===== src/rtl/uart_tx_fifo.sv =====
// Transmit byte FIFO feeding a UART transmitter through a wr/data/rdy handshake.
// A four-state drain sequencer issues one byte per frame and waits for the frame to finish.
module uart_tx_fifo #(
  parameter int DEPTH = 16,
  localparam int AW = $clog2(DEPTH)
) (
  input  logic          clk_i,
  input  logic          rst_i,
  input  logic          push_i,
  input  logic [7:0]    pushData_i,
  input  logic          clrOvf_i,
  output logic          full_o,
  output logic          empty_o,
  output logic [AW:0]   count_o,
  output logic          overflow_o,
  input  logic          txRdy_i,
  output logic          txWr_o,
  output logic [7:0]    txData_o
);

  typedef enum logic [1:0] {
    IDLE,
    ISSUE,
    WAIT_BUSY,
    WAIT_DONE
  } state_t;

  localparam logic [AW:0] FULL_CNT = (AW + 1)'(DEPTH);

  logic [7:0]    mem [DEPTH];
  logic [AW-1:0] wp;
  logic [AW-1:0] rp;
  logic [AW:0]   cnt;
  state_t        state;
  logic          pushOk;
  logic          pop;

  assign full_o  = (cnt == FULL_CNT);
  assign empty_o = (cnt == '0);
  assign count_o = cnt;

  assign pushOk = push_i && !full_o && !rst_i;
  // The byte is latched on entry to ISSUE; the pointer/count retire on the edge leaving it.
  assign pop    = (state == ISSUE);

  always_ff @(posedge clk_i) begin
    if (pushOk) begin
      mem[wp] <= pushData_i;
    end
  end

  always_ff @(posedge clk_i) begin
    if (rst_i) begin
      wp         <= '0;
      rp         <= '0;
      cnt        <= '0;
      overflow_o <= 1'b0;
      state      <= IDLE;
      txWr_o     <= 1'b0;
      txData_o   <= '0;
    end else begin
      if (pushOk) begin
        wp <= wp + 1'b1;
      end
      if (pop) begin
        rp <= rp + 1'b1;
      end

      case ({pushOk, pop})
        2'b10:   cnt <= cnt + 1'b1;
        2'b01:   cnt <= cnt - 1'b1;
        default: cnt <= cnt;
      endcase

      // A new drop outranks a simultaneous clear.
      if (push_i && full_o) begin
        overflow_o <= 1'b1;
      end else if (clrOvf_i) begin
        overflow_o <= 1'b0;
      end

      txWr_o <= 1'b0;
      case (state)
        IDLE: begin
          if (!empty_o && txRdy_i) begin
            state    <= ISSUE;
            txWr_o   <= 1'b1;
            txData_o <= mem[rp];
          end
        end
        ISSUE:     state <= WAIT_BUSY;
        WAIT_BUSY: if (!txRdy_i) state <= WAIT_DONE;
        WAIT_DONE: if (txRdy_i) state <= IDLE;
        default:   state <= IDLE;
      endcase
    end
  end

endmodule


===== config.mk =====
export PLATFORM = sky130hd
export DESIGN_NAME = uart_tx_fifo
export DESIGN_NICKNAME = d
export VERILOG_FILES = /design/src/rtl/uart_tx_fifo.sv
export SDC_FILE = /design/constraint.sdc
export NUM_CORES = 1
export LEC_CHECK = 0
export ABC_CLOCK_PERIOD_IN_PS = 6500
export BUFFER_PORTS_ARGS = -buffer_cell sky130_fd_sc_hd__buf_2
export CORE_MARGIN = 8
export CORE_UTILIZATION = 50
export DETAILED_ROUTE_END_ITERATION = 8
export GPL_ROUTABILITY_DRIVEN = 0
export MAX_ROUTING_LAYER = met4
export PLACE_DENSITY_LB_ADDON = 0.08
export SYNTH_ARGS = -nofsm -noshare
export SYNTH_HDL_FRONTEND = slang
export SYNTH_SLANG_ARGS = --single-unit

===== constraint.sdc =====
create_clock -name clk_i -period 6.5 [get_ports clk_i]
set_input_delay 1.3 -clock clk_i [delete_from_list [all_inputs] [get_ports clk_i]]
set_output_delay 1.3 -clock clk_i [all_outputs]
set_load 0.1 [all_outputs]

==> results.ini, run 1 <==
[route]
postRouteWirelength_um = 12300
drtAntennaViolNets = 0
num_vias = 3230
via_per_inst = 5.58
drcViolationCount = 0
first_pass_iters = 4
drtIter0Drc = 191
wl_per_cell_um = 21.2

[logic_synthesis]
synth-seq-cells = 153
synth_warnings = 0
synth_ff_type = edfxtp_1
synth.avg_cell_area_um2 = 17.6
synth_area_um2 = 6320
ys_seq_area_share_pct = 68.7
ys_top_cells_by_area = edfxtp_1 61%, mux4_2 8.6%, dfxtp_1 7.9%
synth_edf_count = 128
syn_inst = 359
synth_top_area_share_pct = 60.8
yosysUniqueCellTypes = 44
synthesis.nets = 386
synth_top_area_cell = edfxtp_1
async_reset_ff_share_pct = 0

[floorplan]
coreArea_um2 = 12500
ios = 30
start_util_pct = 50.7
rows = 41
die_h_um = 128
dieArea_um2 = 16500
dieWidth_um = 128

[worst_setup_path]
r2r-start = count_o[2]
critical-path-slowest-cell = a211oi_1
cpPeakStageDelay_ns = 0.53
startpoint = rst_i
reg2reg_to = count_o[4]
required_ns = 6.84
rrSetupSlack_ns = 3.54
critPathCaptureType = flop
crit_chain = buf_2, a211oi_1, inv_1, ha_1, xor2_1, ha_1, a21oi_1, a221o_1, a2111o_1, o2111ai_1
crit_fanout = 24
start_kind = input port
crit_end = count_o[4]
arrival_ns = 3.79
cp_common_cell = ha_1
path_class = input port to flop
rr_worst_depth = 10

[timing]
fmax_ghz = 0.290
fin_skew_ns = 0.00952
worst_pin_slew_ns = 0.998
drv_slew = 0
maxSlewHeadroom_pct = 33.2
period_share_pct = 53.0
rsz0062_at_grt = no
timing.hold.ws_ns = 0.487
final.setup.tns_ns = 0
final-hold-violation-count = 0
min_period_ns = 3.44
finalSetupViolCount = 0

[final_layout]
diodes = 0
final_util_pct = 58.1
area_growth_pct = 14.6
layout_common_cells = 128 x edfxtp_1, 34 x nor2_1, 29 x buf_2
layout_commonest_cell = edfxtp_1
fin_nets = 421
layout-drive-gt1-share_pct = 25.1
final_cells = 579

[placed_design]
place_hpwl_um = 7520
numPlacedInstances = 547
io_buffers = 29

[clock_network]
numCtsBuffers = 17
ctsRootBufferMaster = clkbuf_16
postCtsSetupBuffers = 0
clkTransAtPathRegs_ns = 0.06
cts_resized = 0
ctsHoldBuffers = 0
insertion_delay_ns = 0.43
htreeDepth = 4
cts.sinks = 153
ctsLongestPathBuffers = 2
cts_tree = done

[status]
status = complete, no violations

[global_routing]
grt_most_used_layer = met2
grt_use_met3_pct = 4.72
grt_pass1_wl_um = 19400
track_usage_pct = 16.9
grt_use_met1_pct = 19.8
grt_pass1_vias = 3418
antenna_found_initial = 0
overflow = 0
grtUsageMet2_pct = 27.3
grt_max_degree = 35

[power]
powerDensity_nw_per_um2 = 423
ir_drop_mv = 0.253
p_leak_uw = 0.00243

[min_path]
hp-class = flop to flop
min_path_cells = 1

[run]
cap_violations = 0

[cell type report]
class                           count  area (µm²)
Timing Repair Buffer               35         190
Multi-Input combinational cell    176        1830
Sequential cell                   153        4340
Clock buffer                       17         425
Tap cell                          172         215
Clock inverter                     15         195
Inverter                           11        41.3
Fill cell                         986        5220
[cell families (layout without fill, tap and decap cells)]
group           after synthesis  in the layout  synth area share (%)
flops                       153            153                  68.7
simple gates                 68             68                  5.05
mux                          52             52                  15.2
compound gates               33             33                  4.63
buf+inv                      30             78                  2.38
fa+ha+maj                    14             14                  2.77
xor+xnor                      9              9                  1.25
[how the worst min path moves through the flow]
| stage | startpoint | slack (ns) | to |
|---|---|---|---|
| after global routing | txData_o[6] | 0.51 | txData_o[6] |
| after floorplan | rp[3] | 0.50 | rp[3] |
| after CTS | txData_o[6] | 0.49 | txData_o[6] |
| after detailed placement | txData_o[6] | 0.47 | txData_o[6] |
| after global placement | txData_o[6] | 0.47 | txData_o[6] |
| final | txData_o[6] | 0.49 | txData_o[6] |
[where the power goes]
| group | switching [µW] | total (µW) | internal (µW) |
|---|---|---|---|
| combinational | 592 | 861 | 268 |
| clock | 388 | 1030 | 642 |
| sequential | 56.8 | 1180 | 1120 |
| total | 1040 | 3070 | 2030 |
[critical path: cells and delay by family]
family	cells	cell delay (ns)
compound gates	5	1.40
fa+ha+maj	2	0.51
xor+xnor	1	0.19
buf+inv	2	0.37
[per-layer routing]
metal / routed length (µm) / vias to the layer above
met1: 5190 / 1628
met4: 170 / 0
met3: 659 / 15
met5: 0 / -
li1: - / 1507
met2: 6260 / 80
[registers in the layout, summed over array words and instances, names as in the netlist]
signal / flops
txWr_o: 1
mem: 128
state: 2
wp: 4
count_o: 5
overflow_o: 1
txData_o: 8
rp: 4
[per-stage QoR]
stage	setup slack [ns]	area [µm²]	total power [µW]
after floorplan	2.34	6320	1920
final	3.06	7240	3070
after detailed placement	2.64	6620	2070
after global placement	2.77	6620	2060
after CTS	3.07	7240	3100
after global routing	2.86	7240	3210
[cells in the mapped netlist, types with 2 or more instances]
cell type	count
nand3_1	2
a211oi_1	3
ha_1	14
nand4_1	2
a221o_1	9
mux4_2	24
buf_2	3
mux2i_1	12
inv_1	11
dfxtp_1	25
a21oi_1	6
xnor2_1	4
a2111o_1	2
edfxtp_1	128
nor2_1	34
o21ai_0	2
nand2b_1	3
buf_6	4
buf_1	4
o211ai_1	2
clkbuf_1	7
mux4_1	8
nand2_1	11
nor3_1	6
nor3b_1	3
mux2_2	8
xor2_1	5
Note: power is estimated with default switching activity, not from simulation.
==> run 2: changes to the inputs <==
--- a/config.mk
+++ b/config.mk
@@ -5,7 +5,7 @@
 export SDC_FILE = /design/constraint.sdc
 export NUM_CORES = 1
 export LEC_CHECK = 0
-export ABC_CLOCK_PERIOD_IN_PS = 6500
+export ABC_CLOCK_PERIOD_IN_PS = 2800
 export BUFFER_PORTS_ARGS = -buffer_cell sky130_fd_sc_hd__buf_2
 export CORE_MARGIN = 8
 export CORE_UTILIZATION = 50
==> constraint.sdc (replaced) <==
create_clock -name clk_i -period 2.8 [get_ports clk_i]
set_input_delay 0.56 -clock clk_i [delete_from_list [all_inputs] [get_ports clk_i]]
set_output_delay 0.56 -clock clk_i [all_outputs]
set_load 0.1 [all_outputs]
==> results.ini, run 2 (synthesis results as in run 1) <==
[floorplan]
dieWidth_um = 128  ; unchanged
ios = 30  ; unchanged
rows = 41  ; unchanged
start_util_pct = 50.7  ; unchanged
coreArea_um2 = 12500  ; unchanged
die_h_um = 128  ; unchanged
dieArea_um2 = 16500  ; unchanged

[worst_setup_path]
crit_chain = nor4_1, buf_4, a211oi_2, inv_1, ha_2, xor2_1, ha_1, a21oi_1, a221o_1, a2111o_1, o2111ai_1
cpPeakStageDelay_ns = 0.38  ; -0.15 ns
cp_top_family = compound AO/OA/AOI/OAI gates
path_class = flop to flop
start_kind = flop
critical-path-slowest-cell = a2111o_1
required_ns = 3.14  ; -3.70 ns
crit_fanout = 9  ; -63%
critPathCaptureType = flop
arrival_ns = 2.93  ; -0.86 ns
cp.buffers_inverters = 2  ; unchanged

[timing]
period_share_pct = 92.3
drv_slew = 0  ; unchanged
rsz0062_at_grt = no
maxSlewHeadroom_pct = 54.2  ; +21 points
final-hold-violation-count = 0  ; unchanged
final.setup.tns_ns = 0  ; unchanged
fin_skew_ns = 0.00595  ; -0.00357 ns
worst_pin_slew_ns = 0.683  ; -0.315 ns
fmax_ghz = 0.387
min_period_ns = 2.59
finalSetupViolCount = 0  ; unchanged

[min_path]
hp-class = input port to flop

[global_routing]
grt_pass1_wl_um = 19100  ; -1.2%
overflow = 0  ; unchanged
antenna_found_initial = 0  ; unchanged
grt_max_degree = 35  ; unchanged
track_usage_pct = 16.8  ; -0.15 points
grt_pass1_vias = 3421  ; +0.088%

[power]
p_sw_uw = 2390  ; +130%
powerDensity_nw_per_um2 = 987  ; +130%
intPower_uw = 4970  ; +140%
ir_drop_mv = 0.711  ; +180%
p_sw_share_pct = 32.5  ; -1.4 points
p_leak_uw = 0.00256  ; +5.3%
seqPwrFrac_pct = 37.2  ; -1.2 points
combPwrFrac_pct = 28.2  ; about the same
pwr-share-clk_pct = 34.6  ; +1.0 points
power_uw = 7360  ; +140%

[route]
num_vias = 3313  ; +2.6%
postRouteWirelength_um = 12300  ; -0.17%
wl_per_cell_um = 20.5  ; -3.2%
drtIter0Drc = 243  ; +27%
drtAntennaViolNets = 0  ; unchanged
first_pass_iters = 4  ; unchanged
via_per_inst = 5.55  ; -0.52%
drcViolationCount = 0  ; unchanged

[clock_network]
numCtsBuffers = 17  ; unchanged
cts.sinks = 153  ; unchanged
ctsRootBufferMaster = clkbuf_16
postCtsSetupBuffers = 0  ; unchanged
cts_tree = done
htreeDepth = 4  ; unchanged
clkTransAtPathRegs_ns = 0.06  ; about the same
insertion_delay_ns = 0.42  ; about the same
ctsLongestPathBuffers = 2  ; unchanged

[placed_design]
dpl_cell_area_um2 = 6790  ; +2.5%
place_hpwl_um = 7800  ; +3.6%
io_buffers = 29  ; unchanged

[final_layout]
largest_reg_flops = 128  ; unchanged
diodes = 0  ; unchanged
final_area_um2 = 7460  ; +3.0%
area_growth_pct = 18.0
layout_commonest_cell = edfxtp_1
largest-register = mem
layout-drive-gt1-share_pct = 30.8  ; +5.8 points
layout_common_cells = 128 x edfxtp_1, 32 x nor2_1, 29 x buf_2
fin_nets = 439  ; +4.3%

[status]
status = complete, no violations

[run]
cap_violations = 0  ; unchanged

-- run 2: cell count changes in the layout (fill, tap and decap cells not counted), moves of 2 or more --
cell / change
inv_6: -4
bufinv_16: +2
nor2_1: -2
buf_4: +17
dfxtp_4: +3
clkinv_2: +5
nor2_2: +2
dfxtp_1: -5
dfxtp_2: +2
clkinv_1: -3
-- run 2: repair_timing --
action | in CTS | in global routing
endpoints found under the setup margin | 0 | 1
hold buffers | 0 | 0
gates resized for setup | 0 | 1
-- run 2: through the flow --
stage | std cells | hold slack (ns) | setup WS [ns] | util (%)
after CTS | 597 | 0.403 | 0.135 | 59.8
final | 597 | 0.418 | 0.215 | 59.8
after global placement | 565 | 0.489 | 0.205 | 54.5
after global routing | 597 | 0.442 | 0.0505 | 59.8
after detailed placement | 565 | 0.485 | 0.168 | 54.5
after floorplan | 359 | 0.501 | 0.0240 | -
-- run 2: path summary, 6_finish.rpt --
check,from,end,slack (ns),depth (start not counted)
setup / recovery,count_o[0],count_o[4],0.21,11
hold / removal,push_i,overflow_o,0.42,3
setup reg to reg,count_o[0],count_o[4],0.21,11
hold reg to reg,txData_o[2],txData_o[2],0.50,1
-- run 2: power groups by stage --
stage | Clock (µW) | Sequential, µW | Combinational [µW]
final | 2550 | 2740 | 2080
after floorplan | 0 | 3230 | 1260
after detailed placement | 0 | 2790 | 2100
after global placement | 0 | 2780 | 2080
after CTS | 2600 | 2740 | 2110
after global routing | 2690 | 2760 | 2230
-- run 2: worst reg2reg max path: stages, from the launching register on --
cell	delay, ns
dfxtp_4	0.36
nor4_1	0.32
buf_4	0.18
a211oi_2	0.07
inv_1	0.10
ha_2	0.27
xor2_1	0.17
ha_1	0.18
a21oi_1	0.07
a221o_1	0.32
a2111o_1	0.38
o2111ai_1	0.07
-- run 2: cell type report --
type	instances	area (µm²)
Sequential cell	153	4360
Clock buffer	18	439
Clock inverter	14	226
Multi-Input combinational cell	176	1840
Inverter	11	41.3
Tap cell	172	215
Timing Repair Buffer	53	338
Fill cell	964	5010
-- run 2: layer usage --
metal / track usage, % / part of all wire (%) / wire (µm) / vias to the layer above
li1: - / - / - / 1529
met5: - / 0 / 0 / -
met2: 27.6 / 51 / 6290 / 76
met4: 6.50 / 1.5 / 178 / 0
met3: 4.51 / 4.2 / 511 / 13
met1: 19.2 / 43 / 5280 / 1695
==> run 3: changes to the inputs <==
--- a/config.mk
+++ b/config.mk
@@ -5,12 +5,13 @@
 export SDC_FILE = /design/constraint.sdc
 export NUM_CORES = 1
 export LEC_CHECK = 0
-export ABC_CLOCK_PERIOD_IN_PS = 2800
+export ABC_CLOCK_PERIOD_IN_PS = 3200
 export BUFFER_PORTS_ARGS = -buffer_cell sky130_fd_sc_hd__buf_2
 export CORE_MARGIN = 8
 export CORE_UTILIZATION = 50
 export DETAILED_ROUTE_END_ITERATION = 8
 export GPL_ROUTABILITY_DRIVEN = 0
+export GPL_TIMING_DRIVEN = 0
 export MAX_ROUTING_LAYER = met4
 export PLACE_DENSITY_LB_ADDON = 0.08
 export SYNTH_ARGS = -nofsm -noshare
==> constraint.sdc (replaced) <==
create_clock -name clk_i -period 3.2 [get_ports clk_i]
set_input_delay 0.64 -clock clk_i [delete_from_list [all_inputs] [get_ports clk_i]]
set_output_delay 0.64 -clock clk_i [all_outputs]
set_load 0.1 [all_outputs]
==> results.ini, run 3 (synthesis results as in run 1) <==
[status]
status = complete, no violations

[route]
wl_per_cell_um = 21.8  ; +5.9%
first_pass_iters = 4  ; unchanged
num_vias = 3285  ; -0.85%
drtIter0Drc = 245  ; +0.82%
via_per_inst = 5.55  ; about the same
drtAntennaViolNets = 0  ; unchanged
drcViolationCount = 0  ; unchanged
postRouteWirelength_um = 12900  ; +5.0%

[global_routing]
grt_pass1_wl_um = 20100  ; +5.2%
grt_max_degree = 17  ; -51%
overflow = 0  ; unchanged
antenna_found_initial = 0  ; unchanged
grt_pass1_vias = 3413  ; -0.23%
track_usage_pct = 17.6  ; +0.87 points

[timing]
worst_pin_slew_ns = 1.07  ; +0.386 ns
period_share_pct = 91.4  ; -0.93 points
fmax_ghz = 0.342  ; -12%
finalSetupViolCount = 0  ; unchanged
fin_skew_ns = 0.00716  ; +0.00121 ns
rsz0062_at_grt = no
final.setup.tns_ns = 0  ; unchanged
min_period_ns = 2.92  ; +0.340 ns
maxSlewHeadroom_pct = 28.4  ; -26 points
drv_slew = 0  ; unchanged
final-hold-violation-count = 0  ; unchanged

[clock_network]
cts_tree = done
insertion_delay_ns = 0.42  ; about the same
numCtsBuffers = 17  ; unchanged
clkTransAtPathRegs_ns = 0.06  ; about the same
ctsLongestPathBuffers = 2  ; unchanged
ctsRootBufferMaster = clkbuf_16
htreeDepth = 4  ; unchanged
cts.sinks = 153  ; unchanged
postCtsSetupBuffers = 0  ; unchanged

[floorplan]
dieWidth_um = 128  ; unchanged
coreArea_um2 = 12500  ; unchanged
ios = 30  ; unchanged
start_util_pct = 50.7  ; unchanged
die_h_um = 128  ; unchanged
dieArea_um2 = 16500  ; unchanged
rows = 41  ; unchanged

[worst_setup_path]
cp_common_cell = ha_1
crit_fanout = 10  ; +1
start_kind = flop
cpPeakStageDelay_ns = 0.41  ; +0.03 ns
required_ns = 3.54  ; +0.40 ns
crit_chain = buf_2, nor4_2, a211oi_1, inv_1, ha_1, xor2_1, ha_1, a21oi_1, a221o_1, a2111o_1, o2111ai_1
critical-path-slowest-cell = nor4_2
arrival_ns = 3.26  ; +0.33 ns
path_class = flop to flop
critPathCaptureType = flop

[placed_design]
io_buffers = 29  ; unchanged
place_hpwl_um = 8410  ; +7.9%
numPlacedInstances = 560  ; -0.88%
dpl_cell_area_um2 = 6710  ; -1.2%

[final_layout]
multiInputGateArea_um2 = 1860  ; +1.0%
diodes = 0  ; unchanged
largest_reg_flops = 128  ; unchanged
largest-register = mem
register_area_um2 = 4350  ; -0.23%
layout_commonest_cell = edfxtp_1
nFillCells = 981  ; +1.8%
area_growth_pct = 14.4
layout_common_cells = 128 x edfxtp_1, 32 x buf_2, 32 x nor2_1
fin_nets = 434  ; -1.1%
layout-drive-gt1-share_pct = 25.7  ; -5.1 points
final_cells = 592  ; -0.84%
final_area_um2 = 7230  ; -3.0%

[run]
cap_violations = 0  ; unchanged

[power]
powerDensity_nw_per_um2 = 831  ; -16%
power_uw = 6010  ; -18%
p_leak_uw = 0.00243  ; -5.0%
ir_drop_mv = 0.424  ; -40%

[min_path]
hp-class = flop to flop

[run 3: repair_timing]
action / CTS / global route
setup endpoints to repair: 0 / 1
resized for setup: 0 / 1
hold buffers: 0 / 0
hold endpoints to repair: 0 / 0
[run 3: report_power, final]
part,leakage (µW),switching (µW),internal (µW),total (µW)
sequential,0.00136,79.1,2280,2360
combinational,0.000816,1280,604,1890
clock,0.000256,720,1050,1770
[run 3: area by class of cell]
cell class,count,share of cell area (%)
Buffer,19,1.50
Clock buffer,28,6.87
Clock inverter,4,0.277
Inverter,11,0.571
Multi-Input combinational cell,176,25.7
Sequential cell,153,60.1
Tap cell,172,2.98
Timing Repair Buffer,29,2.01
[run 3: metrics by stage]
stage / util (%) / hold slack, ns / setup WS (ns)
2_1_floorplan: - / 0.501 / 0.0247
3_3_place_gp: 53.7 / 0.473 / 0.0541
3_5_place_dp: 53.8 / 0.475 / 0.133
4_1_cts: 57.9 / 0.487 / 0.182
5_1_grt: 58.0 / 0.525 / 0.0126
6_report: 58.0 / 0.489 / 0.275
[run 3: metal layers]
layer  vias up  wire length, µm  track usage (%)
li1       1520                -                -
met1      1662             5400             21.3
met2        87             6430             27.8
met3        16              768             3.72
met4         0              281             8.74
met5         -                0                -
[run 3: critical path, delay by kind of cell (launching register included)]
kind / cells / cell delay [ns]
xor gates and xnor gates: 1 / 0.18
and+or+nand+nor: 1 / 0.41
DFF: 1 / 0.31
buffers and inverters: 2 / 0.32
AOI/OAI and AO/OA: 5 / 1.09
adders and majority gates: 2 / 0.52
[run 3: worst paths after layout]
path	start	to	slack, ns	cells past startpoint
setup / recovery	count_o[2]	count_o[4]	0.28	11
hold / removal	txData_o[6]	txData_o[6]	0.49	1
setup reg to reg	count_o[2]	count_o[4]	0.28	11
hold reg to reg	txData_o[6]	txData_o[6]	0.49	1
